==> src/rtl/uart_tx_ctrl.sv <==
// uart_tx_ctrl -- TX-side consumer of the UART byte FIFO.
//
// Pops bytes from a first-word-fall-through FIFO and serialises each one as
// an asynchronous 8N1 frame (LSB first) on tx, with optional even parity.
// Back-to-back frames are sent with no idle gap: the next pop happens in the
// last cycle of the last stop bit.
//
// Optional feature: define UART_TX_PARITY_EN to insert an even-parity bit
// between the data bits and the stop bit(s).
//
// Parameters:
//   CLKS_PER_BIT  clk cycles per bit period (>= 2)
//   STOP_BITS     number of stop bits (1 or 2)
//
// Ports:
//   clk, rst      clock, synchronous active-high reset
//   tx_en         allows new frames to start; a running frame always completes
//   fifo_empty    FIFO empty flag
//   fifo_data     FIFO head byte (valid whenever fifo_empty=0)
//   fifo_rd       combinational pop strobe, one cycle per byte
//   tx            registered serial line, idle high
//   busy          high while a frame is on the line
module uart_tx_ctrl #(
  parameter int CLKS_PER_BIT = 868,
  parameter int STOP_BITS    = 1
) (
  input  logic       clk,
  input  logic       rst,
  input  logic       tx_en,
  input  logic       fifo_empty,
  input  logic [7:0] fifo_data,
  output logic       fifo_rd,
  output logic       tx,
  output logic       busy
);

  localparam int BAUD_W = (CLKS_PER_BIT > 1) ? $clog2(CLKS_PER_BIT) : 1;
  localparam logic [BAUD_W-1:0] BAUD_LAST = BAUD_W'(CLKS_PER_BIT - 1);
  localparam logic [2:0]        STOP_LAST = 3'(STOP_BITS - 1);

`ifdef UART_TX_PARITY_EN
  typedef enum logic [2:0] {IDLE, START, DATA, PARITY, STOP} state_t;
`else
  typedef enum logic [2:0] {IDLE, START, DATA, STOP} state_t;
`endif

  state_t            state_q, state_d;
  logic [BAUD_W-1:0] baud_q, baud_d;
  logic [2:0]        bit_q, bit_d;    // data bit index, reused as stop-bit index
  logic [7:0]        shift_q, shift_d;
  logic              tx_q, tx_d;
`ifdef UART_TX_PARITY_EN
  logic              par_q, par_d;
`endif

  logic bit_last;
  logic stop_done;
  logic pop;

  assign bit_last  = (baud_q == BAUD_LAST);
  // Last cycle of the last stop bit: the frame ends on the coming edge, so a
  // pop here starts the next frame with zero idle gap.
  assign stop_done = (state_q == STOP) && bit_last && (bit_q == STOP_LAST);
  assign pop       = !rst && tx_en && !fifo_empty &&
                     ((state_q == IDLE) || stop_done);

  assign fifo_rd = pop;
  assign tx      = tx_q;
  assign busy    = (state_q != IDLE);

  always_comb begin
    state_d = state_q;
    baud_d  = baud_q;
    bit_d   = bit_q;
    shift_d = shift_q;
    tx_d    = tx_q;
`ifdef UART_TX_PARITY_EN
    par_d   = par_q;
`endif

    case (state_q)
      IDLE: begin
        tx_d = 1'b1;
      end

      START: begin
        if (bit_last) begin
          state_d = DATA;
          baud_d  = '0;
          bit_d   = '0;
          tx_d    = shift_q[0];
        end else begin
          baud_d = baud_q + 1'b1;
        end
      end

      DATA: begin
        if (bit_last) begin
          baud_d = '0;
          if (bit_q == 3'd7) begin
            bit_d = '0;
`ifdef UART_TX_PARITY_EN
            state_d = PARITY;
            tx_d    = par_q;
`else
            state_d = STOP;
            tx_d    = 1'b1;
`endif
          end else begin
            // tx is registered, so it takes the bit that becomes shift[0].
            shift_d = {1'b0, shift_q[7:1]};
            bit_d   = bit_q + 1'b1;
            tx_d    = shift_q[1];
          end
        end else begin
          baud_d = baud_q + 1'b1;
        end
      end

`ifdef UART_TX_PARITY_EN
      PARITY: begin
        if (bit_last) begin
          state_d = STOP;
          baud_d  = '0;
          bit_d   = '0;
          tx_d    = 1'b1;
        end else begin
          baud_d = baud_q + 1'b1;
        end
      end
`endif

      STOP: begin
        if (bit_last) begin
          baud_d = '0;
          if (bit_q == STOP_LAST) begin
            state_d = IDLE;
            bit_d   = '0;
            tx_d    = 1'b1;
          end else begin
            bit_d = bit_q + 1'b1;
          end
        end else begin
          baud_d = baud_q + 1'b1;
        end
      end

      default: begin
        state_d = IDLE;
        baud_d  = '0;
        bit_d   = '0;
        tx_d    = 1'b1;
      end
    endcase

    // A pop overrides the normal STOP->IDLE exit and starts a fresh frame.
    if (pop) begin
      state_d = START;
      baud_d  = '0;
      bit_d   = '0;
      shift_d = fifo_data;
      tx_d    = 1'b0;
`ifdef UART_TX_PARITY_EN
      par_d   = ^fifo_data;
`endif
    end
  end

  always_ff @(posedge clk) begin
    if (rst) begin
      state_q <= IDLE;
      baud_q  <= '0;
      bit_q   <= '0;
      shift_q <= '0;
      tx_q    <= 1'b1;
`ifdef UART_TX_PARITY_EN
      par_q   <= 1'b0;
`endif
    end else begin
      state_q <= state_d;
      baud_q  <= baud_d;
      bit_q   <= bit_d;
      shift_q <= shift_d;
      tx_q    <= tx_d;
`ifdef UART_TX_PARITY_EN
      par_q   <= par_d;
`endif
    end
  end

endmodule

==> config.mk <==
export PLATFORM = sky130hd
export DESIGN_NAME = uart_tx_ctrl
export DESIGN_NICKNAME = d
export VERILOG_FILES = /design/src/rtl/uart_tx_ctrl.sv
export SDC_FILE = /design/constraint.sdc
export NUM_CORES = 1
export LEC_CHECK = 0
export CAP_MARGIN = 10
export CELL_PAD_IN_SITES_DETAIL_PLACEMENT = 1
export CELL_PAD_IN_SITES_GLOBAL_PLACEMENT = 1
export CORE_UTILIZATION = 30
export CTS_CLUSTER_SIZE = 40
export DETAILED_ROUTE_END_ITERATION = 10
export DONT_BUFFER_PORTS = 1
export HOLD_SLACK_MARGIN = 0.1
export PLACE_DENSITY_LB_ADDON = 0.2
export SETUP_SLACK_MARGIN = 0.2
export SLEW_MARGIN = 15
export SYNTH_ARGS = -nofsm -noshare
export SYNTH_HDL_FRONTEND = slang
export SYNTH_SLANG_ARGS = --single-unit
==> constraint.sdc <==
create_clock -name clk -period 1.65 [get_ports clk]
set_input_delay 0.0825 -clock clk [delete_from_list [all_inputs] [get_ports clk]]
set_output_delay 0.0825 -clock clk [all_outputs]
set_load 0.005 [all_outputs]
* After elaboration in Yosys (flattened, before gate mapping)
Index checks and enable logic that the tools add are counted.
Storage, ports and cells: output and inout bits 3, input bits 12, flip-flop bits (word level) 25
Cells by class: equality and inequality tests 17, muxes and demuxes 26, bitwise logic cells 1, add/subtract/negate cells 2, reductions and logical operators 20
Operators by type and width (number):
- 8-bit two-way mux | 4
- 3-bit two-way mux | 10
- 3-bit one-hot mux with 4 select lines | 2
- 10-bit one-hot mux with 2 select lines | 1
- 2-bit != test, second input constant | 6
- 3-bit != test, second input constant | 4
- 6-bit AND reduction | 2
- 10-bit by 1-bit adder with 10-bit output, second input constant | 1
- 10-bit equality test, second input constant | 1
- 10-bit two-way mux | 1
- 4-bit AND reduction | 2
- 1-bit two-way mux | 7
- 3-bit by 2-bit equality test with 1-bit output, second input constant | 2
- 3-bit zero test | 2
- 1-bit logical AND | 5
- 2-bit nonzero test | 2
- 3-bit by 1-bit adder with 3-bit output, second input constant | 1
- 3-bit by 1-bit equality test with 1-bit output, second input constant | 1
- 3-bit equality test, second input constant | 1
- 3-bit by 2-bit != test with 1-bit output, second input constant | 1
- 1-bit one-hot mux with 3 select lines | 1
- 3-bit AND reduction | 1
- 3-bit nonzero test | 1
- 3-bit OR reduction | 1
- other kinds (5) | 6

* Longest topological paths before layout
depth in word-level cells 7, gate-level depth with buffers 7

* Worst setup path after synthesis
OpenSTA, ideal clock, no wires.
kind register -> register, start reg baud_q[0], end reg bit_q[1], path slack -0.140 ns, buffers on the path 1, clock period less this slack 1.790 ns, required time 1.577 ns, data arrival time 1.718 ns, stages on the path, launching flop included 7, cells stage by stage dfxtp_1 -> ha_1 -> nor4bb_1 -> buf_4 -> a31oi_4 -> or4b_1 -> a21oi_1
On the way: cells in the longest elaborated chain, start to end 6, elaborated cells on any way between the ends 10, those cells by class 4 x eq/ne; 6 x reduce/logical
RTL lines:
- start: declaration | line 48 | logic [BAUD_W-1:0] baud_q, baud_d;
- start signal: assignment | line 181 | baud_q <= baud_d;
- 10-bit equality test * | line 60 | assign bit_last = (baud_q == BAUD_LAST);
- 1-bit logical AND (2 in a row) | line 63 | assign stop_done = (state_q == STOP) && bit_last && (bit_q == STOP_LAST);
- 1-bit logical OR | line 65 | ((state_q == IDLE) || stop_done);
- 1-bit logical AND | line 64 | assign pop = !rst && tx_en && !fifo_empty &&
- 2-bit OR reduction (no source line)
- end signal: assignment | line 182 | bit_q <= bit_d;
- end: declaration | line 49 | logic [2:0] bit_q, bit_d;
Every way passes the cells marked *; elsewhere a longest branch is shown, timed or not. A chain may end at the register's enable or synchronous reset.

* Final worst setup path
start reg baud_q[1], end reg state_q[0]
On the way: cells in the longest elaborated chain, start to end 7, elaborated cells on any way between the ends 13, those cells by class 7 x eq/ne; 1 x mux; 5 x reduce/logical
RTL lines:
- 10-bit equality test * | line 60
- 1-bit logical AND (2 in a row) | line 63
- 1-bit logical OR | line 65
- 1-bit logical AND | line 64
- 3-bit != test (no source line) (tied with other cells)
- 6-bit AND reduction (no source line)
- end signal: assignment | line 180 | state_q <= state_d;
- end: declaration | line 47 | state_t state_q, state_d;
Marks and branches as above.

==> qor.yml <==
synth:
  async_reset_ff_share_pct: 0
  synth_xor_area_share_pct: 5.753
  synth-seq-cells: 24
  muxShareOfSynthArea_pct: 5.114
  synthSimpleGateAreaFrac_pct: 21.46
  synth_area_um2: 1370
  synth_edf_count: 0
  ys.flop_type: "dfxtp_1"
  synth_compound_area_share_pct: 21.10
  synth_fa_ha_area_share_pct: 7.306
  synthDistinctLibCells: 42
  avgSynthCellArea_um2: 9.014
  synthCells: 152
  syn_nets: 172
  synth_seq_area_share_pct: 35.07
  synth_top_family_by_area: "simple AND/OR/NAND/NOR gates"
  yosys_warnings: 0
global_route:
  track_usage_pct: 18.75
  grt_pass1_wl_mm: 7.148
  grt_pass1_vias: 1441
  antenna_found_initial: 0
  grt_max_degree: 14
  overflow: 0
drt:
  first_pass_iters: 4
  drcViolationCount: 0
  vias: 1379
  wl_mm: 4.542
  ant_nets: 0
  topRoutingLayerUsed: "met4"
  dr_wl_met2_mm: 2.471
  wl_per_cell_um: 17.95
  drt_iter0_markers: 78
  vias_per_cell: 5.451
  wl_met3_um: 86
  wl_met1_mm: 1.888
worst_setup_path:
  crit_type: "reg -> reg"
  crit_required_ns: 1.84
  rrSetupSlack_ns: -0.06
  crit_fanout: 5
  reg2reg_to: "state_q[0]"
  endpoint_kind: "flip-flop"
  r2r_start: "baud_q[1]"
  worstRegToRegCells: 7
  arrival_ns: 1.91
  cp-start-kind: "flip-flop"
status:
  outcome: "complete, but fails checks"
  violations: "negative setup slack"
timing:
  setup_viol: 11
  grt_setup_unrepaired: "yes"
  finalCritPeriodShare_pct: 103.9
  finalHoldViolations: 0
  fin_ws_ns: -0.06413
  drv_slew: 0
  period_minus_slack_ns: 1.714
  max_freq_ghz: 0.5834
  max-slew-margin-rel_pct: 65.69
  tightest_slew_ns: 0.5141
  setup_tns_ns: -0.4292
  finalClockSkew_ns: 0.002970
cts:
  clk_latency_ns: 0.27
  cts.clk_slew.worst_paths_ns: 0.09
  clk_root_buffer_cell: "clkbuf_8"
  cts_buffers: 3
  cts_tree: "built"
  cts_sinks: 24
  clock_path_buffers: 2
  cts_max_level: 1
floorplanning:
  start_util_pct: 31.25
  die_w_um: 69.58
  rows: 24
  die_area_um2: 4841
  design.core.area_um2: 4384
  die_h_um: 69.58
  io_pins: 15
cells_and_area:
  diodes: 0
  num-fill-cells: 483
  area_growth_pct: 57.44
  final_cell_mix: "buf_4 (34), dfxtp_1 (18), a21oi_1 (13)"
  final_util_pct: 49.20
  stdcell_area_um2: 2157
  layout_commonest_cell: "buf_4"
  instances_no_fill: 253
  drive_above_1_share_pct: 42.79
  nNetsFinal: 222
min_path:
  worstHoldStart: "tx_en"
  hold_path_depth: 3
  holdPathEnd: "shift_q[7]"
  hold_path.class: "in -> reg"
power:
  internal_power_uw: 945.1
  switchingPower_uw: 355.6
  swShare_pct: 27.34
  peakVddDrop_v: 0.0004775
  p_leak_uw: 0.0008296
  pwr-share-comb_pct: 19.9
  p_per_area_nw_per_um2: 603.0
  pwr-share-seq_pct: 47.9
  pwr-share-clk_pct: 32.2
placement:
  dp.cells: 230
  pre_cts_ws_ns: -0.1113
  port_buffers: 0
  hpwl_mm: 3.047
  gp_congestion: 0.8431
  dpl_cell_area_um2: 1725
run:
  max_cap_viol_count: 0
power groups by stage:
stage | Sequential [uW] | Combinational (uW) | Clock (uW)
6_report | 623 | 259 | 419
4_1_cts | 622 | 233 | 429
5_1_grt | 625 | 280 | 448
3_5_place_dp | 635 | 185 | 0
3_3_place_gp | 633 | 176 | 0
2_1_floorplan | 631 | 112 | 0
cells in the mapped netlist (all sizes together), types with 2 or more instances:
master | count | share of area, %
nand2 | 9 | 2.5
or4b | 3 | 2.2
o31ai | 9 | 4.9
nor2 | 11 | 3.0
a31oi | 2 | 2.0
nand3 | 5 | 1.8
xor2 | 3 | 1.9
nand4 | 4 | 2.3
inv | 7 | 1.9
o21ai | 5 | 1.8
o211ai | 2 | 1.5
mux2i | 7 | 5.1
xnor2 | 6 | 3.8
a21oi | 15 | 5.5
buf | 3 | 1.2
ha | 8 | 7.3
nand2b | 2 | 0.91
clkbuf | 4 | 1.1
nor3 | 3 | 1.1
dfxtp | 24 | 35
nor2b | 4 | 1.8
layer usage:
metal  vias up  track usage, %
met3         9           2.471
met2        22           34.52
li1        661               -
met1       687           22.14
met4         0           6.349
met5         -               0
timing repair:
| item | in CTS | in global routing |
|---|---|---|
| setup buffers | 6 | 2 |
| setup endpoints to repair | 26 | 26 |
| gates resized for setup | 19 | 24 |
| pin swaps | 10 | 6 |
| endpoints found under the hold margin | 10 | 0 |
| cloned | 1 | 0 |
| hold buffers | 10 | 0 |
cell type report:
cell class                      count  area, um2  area share (%)
Clock buffer                        4      55.05           2.552
Timing Repair Buffer               51      451.7           20.94
Multi-Input combinational cell    115       1066           49.42
Sequential cell                    24      493.0           22.85
Tap cell                           52      65.06           3.016
Inverter                            7      26.28           1.218
metrics by stage:
stage | hold slack [ns] | power [uW]
floorplan | 0.1445 | 742.9
finish | 0.1773 | 1301
detailed placement | 0.1600 | 819.6
global route | 0.2402 | 1353
CTS | 0.1717 | 1284
global placement | 0.1517 | 808.8
worst max-delay path: stages, from the launching register on:
cell and delay [ns]:
dfxtp_2 0.37, ha_4 0.14, nor4bb_4 0.20, buf_6 0.17, buf_4 0.12, nand3_4 0.09
a2111o_1 0.35, a31oi_1 0.19
cells by family (layout without fill, tap and decap cells):
family          Yosys count  in the layout
compound gates           40             41
flops                    24             24
buf+inv                  14             62
mux                       7              7
xor+xnor                  9              9
fa+ha+maj                 8              8
simple gates             50             50
registers in the layout (all words and copies together), names as in the netlist:
register,count
tx,1
baud_q,10
bit_q,3
shift_q,8
state_q,2
worst max-delay path by stage:
stage               from          to  slack [ns]  depth (start not counted)
2_1_floorplan  baud_q[1]    bit_q[0]        0.04                          6
3_3_place_gp   baud_q[1]  state_q[0]       -0.06                          7
3_5_place_dp   baud_q[1]    bit_q[0]       -0.11                          6
4_1_cts        baud_q[1]    bit_q[1]       -0.06                          6
5_1_grt        baud_q[1]  state_q[0]       -0.12                          7
6_report       baud_q[1]  state_q[0]       -0.06                          7
Note: power is estimated with default switching activity, not from simulation.
